### src/rtl/thread_sched_pkg.sv
// Shared constants and types for the barrel thread scheduler.
// Thread tags, state encoding and reset tag values.
package thread_sched_pkg;

  localparam int NUM_THREADS = 4;
  localparam int TID_W       = 2;

  typedef logic [TID_W-1:0] tid_t;

  typedef enum logic [1:0] {
    IDLE  = 2'd0,
    RUN   = 2'd1,
    DRAIN = 2'd2,
    DONE  = 2'd3
  } state_t;

  localparam tid_t RST_IF = 2'd0;
  localparam tid_t RST_ID = 2'd3;
  localparam tid_t RST_EX = 2'd2;
  localparam tid_t RST_WB = 2'd1;

endpackage

### src/rtl/thread_valid_pipe.sv
// Three-stage valid/tag shift register behind the fetch slot.
// Holds on stall, clears valids when idle, reloads tags on launch.
module thread_valid_pipe
  import thread_sched_pkg::*;
(
  input  logic clk,
  input  logic rst,
  input  logic adv,
  input  logic load,
  input  logic flush,
  input  logic valid_in,
  input  tid_t tag_in,
  output logic valid_id,
  output logic valid_ex,
  output logic valid_wb,
  output tid_t tag_id,
  output tid_t tag_ex,
  output tid_t tag_wb
);

  always_ff @(posedge clk or negedge rst) begin
    if (!rst) begin
      valid_id <= 1'b0;
      valid_ex <= 1'b0;
      valid_wb <= 1'b0;
      tag_id   <= RST_ID;
      tag_ex   <= RST_EX;
      tag_wb   <= RST_WB;
    end else if (load) begin
      valid_id <= 1'b0;
      valid_ex <= 1'b0;
      valid_wb <= 1'b0;
      tag_id   <= RST_ID;
      tag_ex   <= RST_EX;
      tag_wb   <= RST_WB;
    end else if (flush) begin
      valid_id <= 1'b0;
      valid_ex <= 1'b0;
      valid_wb <= 1'b0;
    end else if (adv) begin
      valid_id <= valid_in;
      valid_ex <= valid_id;
      valid_wb <= valid_ex;
      tag_id   <= tag_in;
      tag_ex   <= tag_id;
      tag_wb   <= tag_ex;
    end
  end

endmodule

### src/rtl/thread_sched.sv
// Barrel scheduler for the 4-thread pipeline: rotates thread tags,
// tracks live threads, drains on last halt and qualifies branches.
module thread_sched
  import thread_sched_pkg::*;
(
  input  logic                   clk,
  input  logic                   rst,
  input  logic                   start,
  input  logic [NUM_THREADS-1:0] thread_en_init,
  input  logic                   stall,
  input  logic                   halt_req,
  input  logic [TID_W-1:0]       halt_tid,
  input  logic                   br_taken,
  output logic [TID_W-1:0]       thread_IF,
  output logic [TID_W-1:0]       thread_ID,
  output logic [TID_W-1:0]       thread_EX,
  output logic [TID_W-1:0]       thread_WB,
  output logic                   valid_IF,
  output logic                   valid_ID,
  output logic                   valid_EX,
  output logic                   valid_WB,
  output logic                   PC_ctrl,
  output logic [NUM_THREADS-1:0] active_mask,
  output logic                   all_done
);

  state_t state, state_nxt;
  logic [NUM_THREADS-1:0] mask_nxt;
  logic [NUM_THREADS-1:0] mask_clr;
  logic done_nxt;
  logic idle_like;
  logic launch;
  logic adv;
  logic halt_hit;

  assign idle_like = (state == IDLE) || (state == DONE);
  assign launch    = idle_like && start && (|thread_en_init);
  assign adv       = !stall && ((state == RUN) || (state == DRAIN));
  assign halt_hit  = (state == RUN) && halt_req && !stall
                   && valid_ID && (halt_tid == thread_ID);

  assign valid_IF = (state == RUN) && active_mask[thread_IF];
  assign PC_ctrl  = br_taken && valid_ID && !stall;

  always_comb begin
    state_nxt = state;
    mask_nxt  = active_mask;
    done_nxt  = all_done;
    mask_clr  = active_mask;
    mask_clr[halt_tid] = 1'b0;
    unique case (state)
      IDLE, DONE: begin
        if (launch) begin
          state_nxt = RUN;
          mask_nxt  = thread_en_init;
          done_nxt  = 1'b0;
        end
      end
      RUN: begin
        if (halt_hit) begin
          mask_nxt = mask_clr;
          if (mask_clr == '0) state_nxt = DRAIN;
        end
      end
      DRAIN: begin
        // ID/EX after the shift come from IF(=0) and ID
        if (adv && !valid_ID && !valid_EX) begin
          state_nxt = DONE;
          done_nxt  = 1'b1;
        end
      end
      default: state_nxt = IDLE;
    endcase
  end

  always_ff @(posedge clk or negedge rst) begin
    if (!rst) begin
      state       <= IDLE;
      thread_IF   <= RST_IF;
      active_mask <= '0;
      all_done    <= 1'b0;
    end else begin
      state       <= state_nxt;
      active_mask <= mask_nxt;
      all_done    <= done_nxt;
      if (launch) thread_IF <= RST_IF;
      else if (adv) thread_IF <= thread_IF + tid_t'(1);
    end
  end

  thread_valid_pipe u_pipe (
    .clk      (clk),
    .rst      (rst),
    .adv      (adv),
    .load     (launch),
    .flush    (idle_like),
    .valid_in (valid_IF),
    .tag_in   (thread_IF),
    .valid_id (valid_ID),
    .valid_ex (valid_EX),
    .valid_wb (valid_WB),
    .tag_id   (thread_ID),
    .tag_ex   (thread_EX),
    .tag_wb   (thread_WB)
  );

endmodule

### config.mk
export PLATFORM = sky130hd
export DESIGN_NAME = thread_sched
export DESIGN_NICKNAME = d
export VERILOG_FILES = /design/src/rtl/thread_sched_pkg.sv /design/src/rtl/thread_valid_pipe.sv /design/src/rtl/thread_sched.sv
export SDC_FILE = /design/constraint.sdc
export NUM_CORES = 1
export LEC_CHECK = 0
export ABC_AREA = 1
export CORE_UTILIZATION = 35
export CTS_CLUSTER_SIZE = 10
export DETAILED_ROUTE_END_ITERATION = 10
export SYNTH_ARGS = -nofsm -noshare
export SYNTH_HDL_FRONTEND = slang
export SYNTH_SLANG_ARGS = --single-unit
export TNS_END_PERCENT = 100
### constraint.sdc
create_clock -name clk -period 2 [get_ports clk]
set_clock_uncertainty 0.15 [all_clocks]
set_input_delay 0.5 -clock clk [delete_from_list [all_inputs] [get_ports clk]]
set_output_delay 0.5 -clock clk [all_outputs]
set_load 0.1 [all_outputs]
* Word-level counts from Yosys, hierarchy flattened
Index checks and enable logic that the tools add are counted.
Storage, ports and cells: register bits after elaboration 18, latch bits 0, bits in writable memories 0, ROM bits 0, input port bits 12, logic and storage cells 90, memories kept 0
Cells by class: add/sub/neg operators 1, $mul 0, div/mod/pow operators 0, order comparisons 3, equal/unequal tests 9, shifts and indexed selects 0, multiplexer cells 35, bitwise gates (word level) 2, reduce and logical (&&, ||, !) cells 30
Operator list (count):
- two-way mux 2 bit | 15
- logical AND 1 bit | 13
- two-way mux 1 bit | 13
- two-way mux 4 bit | 2
- case mux 4 bit (2 select lines) | 1
- less-than comparator 2 x 3 -> 1 bit (second input constant) | 2
- != test 2 x 1 -> 1 bit (second input constant) | 3
- case mux 2 bit (3 select lines) | 1
- AND reduction 3 bit | 2
- nonzero test 2 bit | 3
- bitwise AND 4 bit | 1
- equality test 2 bit (second input constant) | 2
- logical NOT 4 bit | 1
- != test 2 bit (second input constant) | 2
- NOT 4 bit | 1
- AND reduction 4 bit | 1
- OR reduction 4 bit | 1
- logical NOT 1 bit | 3
- nonzero test 3 bit | 1
- adder 2 x 1 -> 2 bit (second input constant) | 1
- binary-select mux 1 bit (select 2 bit) | 1
- demux 1 bit (select 2 bit) | 1
- equality test 2 x 1 -> 1 bit (second input constant) | 1
- equality test 2 bit | 1
- 6 further kinds | 7

* Logic depth before layout (Yosys ltp)
word-level depth 10, mapped depth 11, mapped depth without buffers 11

* Hierarchy
From an unflattened synthesis, not the netlist that was laid out.
Unflattened totals: cells, all modules 143, area total of the unflattened synthesis 1069.8 um2
Modules (own cells, without submodules):
- thread_sched | times used 1, cells an instance 101, area an instance 684.4 um2
- thread_valid_pipe | times used 1, cells an instance 42, area an instance 385.4 um2

* Worst setup path after synthesis
OpenSTA, ideal clock, no wires.
path kind flip-flop to output port, start reg thread_IF[1], end out valid_IF, data arrival time 3.530 ns, setup slack -2.180 ns, stages on the path, launching flop included 5, buffers on the path 0, path through dfrtp_1 > inv_1 > nor2_1 > o21ai_0 > a21boi_0
On the way: word-level cells in the longest chain between the ends 3
Ends and longest elaborated chain:
- start: declaration | RTL line thread_sched.sv:14 | output logic [TID_W-1:0] thread_IF,
- start signal: assignment | RTL line thread_sched.sv:87 | else if (adv) thread_IF <= thread_IF + tid_t'(1);
- binary-select mux 1 bit (select 2 bit) | RTL line thread_sched.sv:42 | assign valid_IF = (state == RUN) && active_mask[thread_IF];
- two-way mux 1 bit (implied by the code) | RTL line thread_sched.sv:42
- logical AND 1 bit | RTL line thread_sched.sv:42
- end: declaration | RTL line thread_sched.sv:18 | output logic valid_IF,
Every way passes these cells. The select of a mux whose other input is x is not followed.

* Worst setup path in the final report
start reg thread_IF[0], end out valid_IF
The elaborated chain is that of the path after synthesis.

==> flow_summary.json <==
{
  "outcome": "complete, but fails checks",
  "failed_checks": "setup timing",
  "start_util_pct": 38.5,
  "wl_mm": 2.70,
  "numClockSinks": 18,
  "portBuffers": 29,
  "antenna_found_initial": 0,
  "path_depth": 5,
  "drv_slew": 0,
  "synth_seq_area_share_pct": 45.7,
  "track_usage_pct": 19.2,
  "cp.required_ns": 1.35,
  "antenna_left": 0,
  "worstPathArrival_ns": 1.44,
  "endpoint_kind": "output pin",
  "grt_first_pass_wirelength_mm": 4.73,
  "maxCapViolations": 0,
  "vias_per_cell": 5.01,
  "fmax_ghz": 0.479,
  "hpwl_mm": 1.96,
  "tritoncts": "yes",
  "worst_pin_slew_ns": 0.250,
  "crit_family": "flip-flops",
  "insertion_delay_ns": 0.30,
  "worstRegToRegCells": 10,
  "hold_class": "in -> async",
  "ys_ff_latch": 18,
  "cpMaxStageDelayCell": "dfrtp_4",
  "critPathKind": "reg -> out",
  "fin_nets": 195,
  "dieHeight_um": 55.3,
  "fin_util_pct": 67.1,
  "netlist_area_um2": 996,
  "finalWeightedCongestion": 0.810,
  "synth_cell_types": 23,
  "rsz0062_at_grt": "true",
  "critPathBufInv": 1,
  "syn-instance-count": 130,
  "dieArea_mm2": 0.00306,
  "die_w_um": 55.3,
  "dr.pass1.iters": 4,
  "dp.cells": 198,
  "layout_common_cells": "35 x nand2_1, 18 x buf_12, 17 x inv_1, 17 x buf_4",
  "clk_pin_slew_ns": 0.11,
  "finish.instance_area_mm2": 0.00174,
  "fp-row-count": 18,
  "syn_avg_cell_area_um2": 7.66,
  "path_common_cell": "nor2_1",
  "diodes": 0,
  "slowest_delay_ns": 0.48,
  "critPathLaunchType": "flop",
  "clockRootBuffer": "clkbuf_4",
  "finalHoldViolations": 0,
  "nFillCells": 219,
  "area_growth_pct": 74.6,
  "final.min_clock_period_ns": 2.09,
  "cts_buffers": 3,
  "relSlewSlack_pct": 83.2,
  "first_global_vias": 1059,
  "drc_errors": 0,
  "crit_chain": "nor2_1 -> nor2_1 -> o21ai_2 -> a21boi_4 -> buf_12",
  "syn_nets": 145,
  "fin_cells": 209,
  "final-setup-viol-count": 1,
  "grt_max_degree": 19,
  "gr-total-overflow": 0,
  "multi_input_area_um2": 510,
  "regArea_um2": 477,
  "place_area_mm2": 0.00161,
  "ys_warn_count": 0,
  "initialDrtViolationCount": 38,
  "core_mm2": 0.00259,
  "finalCritPeriodShare_pct": 104,
  "h-tree-depth": 1,
  "routedWlPerCell_um": 12.9,
  "critPathMaxFanout": 5,
  "final_common_cell": "nand2_1",
  "setup_slack_ns": -0.0876,
  "drive_gt1_share_pct": 38.5,
  "clockBufferDepth": 2,
  "vias": 1047,
  "io_pins": 30
}
## layout make-up
type                            count  share of cell area, %
Multi-Input combinational cell     90                   29.4
Tap cell                           30                   2.16
Sequential cell                    18                   27.4
Timing Repair Buffer               46                   34.3
Inverter                           21                   4.68
Clock buffer                        4                   2.09
## per-layer routing
metal	vias up	part of all wire (%)	global-route usage, %
li1	515	-	-
met1	486	45	24.6
met2	37	47	29.9
met3	9	5.2	4.22
met4	0	2.5	10.4
met5	-	0	0
## state kept, by name, summed over array words and instances, names as in the netlist
register / cells
u_pipe.tag_wb: 2
all_done: 1
u_pipe.tag_ex: 2
thread_IF: 2
state: 2
u_pipe.valid_wb: 1
u_pipe.tag_id: 2
u_pipe.valid_id: 1
u_pipe.valid_ex: 1
active_mask: 4
## metrics by stage
step,setup WS (ns),setup TNS [ns],hold slack (ns)
floorplan,-0.134,-0.134,0.0544
global placement,-0.0861,-0.393,0.347
detailed placement,-0.114,-0.561,0.365
CTS,-0.0393,-0.0393,0.371
global route,-0.132,-0.132,0.401
finish,-0.0876,-0.0876,0.358
## synth_stat cells, drive strengths merged
cell type	instances	area share, %
nor2	14	6.3
nand2	37	14
o21ai	17	8.9
dfstp	4	11
buf	1	0.50
a22oi	3	2.3
nand3b	1	0.75
dfrtp	14	35
nand3	5	3.5
inv	21	7.9
o2bb2ai	1	0.88
nor3	2	1.0
a21oi	3	1.5
a21boi	2	1.5
nand4	2	1.3
ha	3	3.8
## cells by family after synthesis
| logic type | share of synthesized area (%) |
|---|---|
| and+or+nand+nor | 27.0 |
| buffers and inverters | 8.42 |
| DFF | 45.7 |
| AOI/OAI and AO/OA | 15.1 |
| adders and majority gates | 3.77 |
## worst register-to-register path, delay by kind of cell (launching register included)
| kind | cells | cell delay [ns] |
|---|---|---|
| AOI/OAI and AO/OA | 1 | 0.13 |
| adders and majority gates | 1 | 0.31 |
| DFF | 1 | 0.41 |
| buffers and inverters | 5 | 0.50 |
| and+or+nand+nor | 3 | 0.19 |
## path summary, 6_finish.rpt
check	start	to	slack [ns]
min in group clk	u_pipe.tag_wb[0]$_DFFE_PN1P_	u_pipe.tag_wb[0]$_DFFE_PN1P_	0.38
hold / removal	rst	active_mask[0]$_DFFE_PN0P_	0.36
setup reg to reg	state[1]$_DFFE_PN0P_	u_pipe.tag_ex[0]$_DFFE_PN0P_	0.23
max in group asynchronous	rst	u_pipe.tag_wb[0]$_DFFE_PN1P_	1.08
hold reg to reg	u_pipe.tag_wb[0]$_DFFE_PN1P_	u_pipe.tag_wb[0]$_DFFE_PN1P_	0.38
setup / recovery	thread_IF[0]$_DFFE_PN0P_	valid_IF	-0.09
## repair_timing
item	in CTS	in global routing
pin swaps	2	3
setup buffers	6	1
endpoints found under the setup margin	2	13
hold buffers	0	0
gates resized for setup	8	4
Power is left out: the tool's default activity adds up to more than one toggle a clock period on the data nets, which glitch-free logic cannot reach.
